==> config.mk <==
export PLATFORM = sky130hd
export DESIGN_NAME = lc3b_wb_stage
export DESIGN_NICKNAME = d
export VERILOG_FILES = /design/src/rtl/lc3b_wb_stage.sv
export SDC_FILE = /design/constraint.sdc
export NUM_CORES = 1
export LEC_CHECK = 0
export CORE_MARGIN = 2
export CORE_UTILIZATION = 44
export CTS_BUF_LIST = sky130_fd_sc_hd__clkbuf_8
export DETAILED_ROUTE_END_ITERATION = 16
export GPL_TIMING_DRIVEN = 0
export PLACE_DENSITY = 0.82
export SYNTH_ARGS = -nofsm -noshare
export SYNTH_HDL_FRONTEND = slang
export SYNTH_SLANG_ARGS = --single-unit
==> constraint.sdc <==
create_clock -name clk -period 2.92 [get_ports clk]
set_clock_uncertainty 0.1 [all_clocks]
set_input_delay 0.584 -clock clk [delete_from_list [all_inputs] [get_ports clk]]
set_output_delay 0.584 -clock clk [all_outputs]
set_load 0.02 [all_outputs]
==> src/rtl/lc3b_wb_stage.sv <==
// LC-3b write-back stage: result latch, LDB byte formatting, register-file write port,
// operand bypass, condition codes, per-register pending-write scoreboard and retire counter.
module lc3b_wb_stage #(
  parameter int CNT_W = 2
) (
  input  logic        clk,
  input  logic        rst_n,
  input  logic        mem_valid,
  input  logic [2:0]  mem_dr,
  input  logic [15:0] mem_result,
  input  logic        mem_ld_reg,
  input  logic        mem_ld_cc,
  input  logic        mem_byte,
  input  logic        mem_addr0,
  input  logic        issue_valid,
  input  logic        issue_ld_reg,
  input  logic [2:0]  issue_dr,
  input  logic [2:0]  rd_sr1,
  input  logic [2:0]  rd_sr2,
  input  logic [15:0] rf_sr1_out,
  input  logic [15:0] rf_sr2_out,
  output logic        rf_we,
  output logic [2:0]  rf_dr,
  output logic [15:0] rf_data,
  output logic [15:0] sr1_val,
  output logic [15:0] sr2_val,
  output logic [2:0]  nzp,
  output logic [7:0]  busy,
  output logic        sb_ovf,
  output logic [15:0] retired
);

  typedef struct packed {
    logic        valid;
    logic [2:0]  dr;
    logic [15:0] result;
    logic        ld_reg;
    logic        ld_cc;
    logic        byte_ld;
    logic        addr0;
  } wb_latch_t;

  localparam logic [CNT_W-1:0] CNT_MAX = '1;

  wb_latch_t        wb;
  logic [CNT_W-1:0] cnt [8];
  logic [7:0]       byte_sel;
  logic [7:0]       inc;
  logic [7:0]       dec;

  // NOTE: sequential state uses non-blocking assignments so every register samples pre-edge values.
  always_ff @(posedge clk or negedge rst_n) begin
    if (!rst_n) begin
      wb <= '0;
    end else begin
      wb <= '{valid: mem_valid, dr: mem_dr, result: mem_result, ld_reg: mem_ld_reg,
              ld_cc: mem_ld_cc, byte_ld: mem_byte, addr0: mem_addr0};
    end
  end

  // NOTE: every always_comb output gets a default first so no path can infer a latch.
  always_comb begin
    byte_sel = wb.addr0 ? wb.result[15:8] : wb.result[7:0];
    rf_data  = wb.result;
    if (wb.byte_ld) rf_data = {{8{byte_sel[7]}}, byte_sel};
  end

  assign rf_we   = wb.valid & wb.ld_reg;
  assign rf_dr   = wb.dr;
  assign sr1_val = (rf_we && rd_sr1 == rf_dr) ? rf_data : rf_sr1_out;
  assign sr2_val = (rf_we && rd_sr2 == rf_dr) ? rf_data : rf_sr2_out;

  assign inc = (issue_valid && issue_ld_reg) ? (8'b1 << issue_dr) : 8'b0;
  assign dec = rf_we ? (8'b1 << rf_dr) : 8'b0;

  always_ff @(posedge clk or negedge rst_n) begin
    if (!rst_n) begin
      nzp     <= 3'b010;
      retired <= '0;
    end else begin
      if (wb.valid && wb.ld_cc) begin
        if (rf_data[15])         nzp <= 3'b100;
        else if (rf_data == '0)  nzp <= 3'b010;
        else                     nzp <= 3'b001;
      end
      if (wb.valid) retired <= retired + 16'd1;
    end
  end

  // NOTE: the counter array is reset explicitly because busy must read clear straight out of reset.
  always_ff @(posedge clk or negedge rst_n) begin
    if (!rst_n) begin
      for (int i = 0; i < 8; i++) cnt[i] <= '0;
      sb_ovf <= 1'b0;
    end else begin
      for (int i = 0; i < 8; i++) begin
        // Matching increment and decrement cancel; saturating either way flags overflow.
        if (inc[i] && !dec[i]) begin
          if (cnt[i] == CNT_MAX) sb_ovf <= 1'b1;
          else                   cnt[i] <= cnt[i] + CNT_W'(1);
        end else if (dec[i] && !inc[i]) begin
          if (cnt[i] == '0) sb_ovf <= 1'b1;
          else              cnt[i] <= cnt[i] - CNT_W'(1);
        end
      end
    end
  end

  always_comb begin
    busy = '0;
    for (int i = 0; i < 8; i++) busy[i] = (cnt[i] != '0);
  end

endmodule

==> flow_metrics.tcl <==
set metrics [dict create \
    yosys.area_share.adder_pct 6.54 \
    clock_tree_from_tritoncts "built" \
    clkTransAtPathRegs_ps 70 \
    seq_power_share_pct 39.9 \
    routed-via-count 3315 \
    min_path_type "input pin to async pin" \
    chip_width_um 94.0 \
    synth-compound-area-share_pct 9.56 \
    grt_first_pass_wirelength_um 15100 \
    grt_overflow_total 0 \
    delay_of_the_slowest_cell_on_the_worst_path_ps 410 \
    cts.path.max_buffers 2 \
    sw_ratio_pct 30.6 \
    grt_start_max_net_pins 35 \
    insertedDiodeCount 0 \
    drt-vias-per-instance 5.05 \
    postSynthAreaPerCell_um2 9.47 \
    timing.reg2reg.worst_path_depth 9 \
    synthSimpleGateAreaFrac_pct 20.5 \
    grt_pass1_vias 3156 \
    yosys-mux-area-fraction_pct 9.70 \
    cts-buffers-inserted 9 \
    antenna_found_initial 0 \
    total_routed_wirelength_um 9900 \
    worstMarginPinSlew_ps 622 \
    power_density_nw_per_um2 485 \
    die-height_um 94.0 \
    final-hold-violation-count 0 \
    fmax_ghz 0.351 \
    multi_input_comb_area_um2 1880 \
    fillers 601 \
    critPathRequiredTime_ps 2240 \
    postSynthRegisterBits 60 \
    critical_path.startpoint "rf_dr[1]" \
    number_of_nets_with_antenna_violations_after_detailed_routing 0 \
    finalCriticalPeriod_ps 2850 \
    postSynthCellCount 376 \
    path_max_fanout 4 \
    count_of_clock_tree_sinks 60 \
    lkg_pwr_nw 2.61 \
    combPwrFrac_pct 28.8 \
    initial_core_util_pct 45.8 \
    num_io_pins 149 \
    critical_path_slowest_stage_cell "sky130_fd_sc_hd__dfrtp_1" \
    final_hold_slack_ps 167 \
    ys_warn_count 0 \
    vdd.ir_drop.worst_mv 0.402 \
    max_slew_margin_pct 58.5 \
    worstSetupEndpointType "output port" \
    placement.cell_area_um2 5180 \
    fin_util_pct 70.7 \
    yosysSeqAreaShare_pct 42.2 \
    cts.root.buffer_cell "sky130_fd_sc_hd__clkbuf_8" \
    most_common_library_cell_in_the_layout_ignoring_fill_and_taps "sky130_fd_sc_hd__clkdlybuf4s50_1" \
    timing_worst_setup_path_type "flip-flop to output port" \
    status "finished, final reports clean" \
    net-switching-power_mw 0.816 \
    synth_net_count 462 \
    post-route-cell-area_um2 5490 \
    main_combinational_cell_family_by_area_after_synthesis "simple AND/OR/NAND/NOR gates" \
    finalNetCount 635 \
    critical-path-top-delay-family "buffers and inverters" \
    cp_data_arrival_time_ps 2170 \
    synthXorXnorAreaFrac_pct 5.17 \
    hpwl_after_detailed_placement_um 7740 \
    critical_path.reg2reg.startpoint "wb[23]" \
    detail_route.wl_per_cell_um 15.1 \
    worst_setup_path_start_kind "flip-flop" \
    numPortBuffers 148 \
    maxCapViolCount 0 \
    cp_num_buf_inv 4 \
    global_route.usage.total_pct 21.9 \
    detailedRoute.firstPassIterationCount 4 \
    mostFrequentLayoutCells "106 x sky130_fd_sc_hd__clkdlybuf4s50_1, 59 x sky130_fd_sc_hd__dfrtp_1, 38 x sky130_fd_sc_hd__inv_1" \
    core_area_um2 7770 \
    die-area_um2 8830 \
    area_growth_syn_to_layout_pct 54.2 \
    mappedNetlistArea_um2 3560 \
    post_route_cells_drive_above_1_share_pct 19.3 \
    worstReg2RegEnd "sb_ovf" \
    grt_setup_unrepaired "yes" \
    share_of_the_clock_period_used_by_the_worst_path_after_layout_pct 97.7 \
    report.final.setup_viol 0 \
    ys_types 40 \
    drc 0 \
    rows 32 \
    sequential_cell_area_um2 1500 \
    finalWeightedCongestion 0.842 \
    crit_path_cell_trace "buf_6 > xor2_4 > nor4_4 > buf_4 > buf_4 > mux2_2 > buf_6" \
    p_int_mw 1.85 \
    drt_first_iter_violations 160 \
    p_clk_share_pct 31.3 \
    final_slew_violations 0 \
    ctsHtreeMaxLevel 3 \
    rrSetupSlack_ps 540 \
    clock_latency_late_sink_ps 330 \
]
worst reg2reg max path, delay by kind of cell, from the launching register on:
kind	cells	cell delay [ps]
AO/OA/AOI/OAI	1	150
buffers and inverters	1	170
AND/OR/NAND/NOR	6	1260
flip-flops	1	320
adder cells (fa/ha/maj)	1	250
per-layer routing:
layer | part of all wire, % | wire (µm) | track usage [%]
met1 | 41 | 4070 | 25.3
met2 | 50 | 4970 | 39.1
met3 | 5.9 | 588 | 4.01
met4 | 2.8 | 277 | 10.3
met5 | 0 | 0 | 0
repair_timing:
action / in CTS / in global routing
hold buffers: 0 / 0
pin swaps: 2 / 2
gates resized for setup: 108 / 41
buffers inserted: 10 / 2
cloned: 0 / 1
endpoints found under the setup margin: 38 / 33
worst max path at each step:
stage	to	slack [ps]	cells past startpoint
CTS	sr2_val[13]	-60	6
floorplan	sr2_val[5]	480	5
global placement	nzp[2]	-680	1
global route	sr2_val[8]	-20	7
finish	sr2_val[8]	70	7
detailed placement	sr2_val[13]	-580	6
power by group through the flow:
stage | registers [mW] | clock network (mW) | logic (mW)
global route | 1.08 | 0.893 | 0.827
detailed placement | 1.08 | 0 | 0.778
global placement | 1.06 | 0 | 0.764
floorplan | 1.10 | 0 | 0.331
CTS | 1.06 | 0.855 | 0.761
finish | 1.06 | 0.834 | 0.768
area by class of cell:
cell class	instances	share of cell area, %
multi-input combinational	268	34.3
timing repair buffer	162	27.5
sequential	60	27.4
clock buffer	11	2.76
inverter	37	2.53
tap	102	2.32
buffer	11	1.80
clock inverter	5	1.39
synth_stat cells (all sizes together):
cell type / count / area (µm²)
or3: 1 / 6.26
maj3: 2 / 20.0
a21boi: 2 / 15.0
nor4: 6 / 67.6
nand2: 32 / 123
o31ai: 2 / 15.0
o31a: 4 / 35.0
nand4: 7 / 43.8
clkbuf: 1 / 3.75
a2111oi: 1 / 15.0
o311ai: 1 / 8.76
mux2: 20 / 225
and3: 4 / 25.0
xor2: 11 / 96.3
inv: 37 / 139
nor4bb: 1 / 10.0
nand2b: 2 / 12.5
nor4b: 7 / 61.3
nor3: 5 / 25.0
nor2: 34 / 128
or2: 9 / 56.3
dfstp: 1 / 26.3
a31oi: 4 / 25.0
nor2b: 14 / 87.6
o21ai: 25 / 125
buf: 10 / 83.8
a21oi: 17 / 85.1
nand3: 15 / 75.1
dfrtp: 59 / 1480
or3b: 1 / 8.76
xnor2: 10 / 87.6
a21o: 1 / 7.51
ha: 17 / 213
mux2i: 12 / 120
a41oi: 1 / 8.76
registers in the layout, indices dropped and copies added, names as in the netlist:
signal / count
cnt: 16
nzp: 3
retired: 16
rf_dr: 3
sb_ovf: 1
wb: 21
per-stage QoR:
step	setup slack, ps	setup TNS, ps	std cells	power (mW)
final	67.5	0	656	2.67
after global routing	-22.5	-22.5	656	2.80
after CTS	-60.2	-274	653	2.68
after detailed placement	-584	-14170	627	1.85
after global placement	-683	-54190	626	1.83
after floorplan	475	0	376	1.44
cell families after synthesis:
logic type,Yosys count
muxes,32
and+or+nand+nor,138
DFF,60
AOI/OAI and AO/OA,58
adders and majority gates,19
buffers and inverters,48
xor gates and xnor gates,21
(Power assumes the default switching activity.)
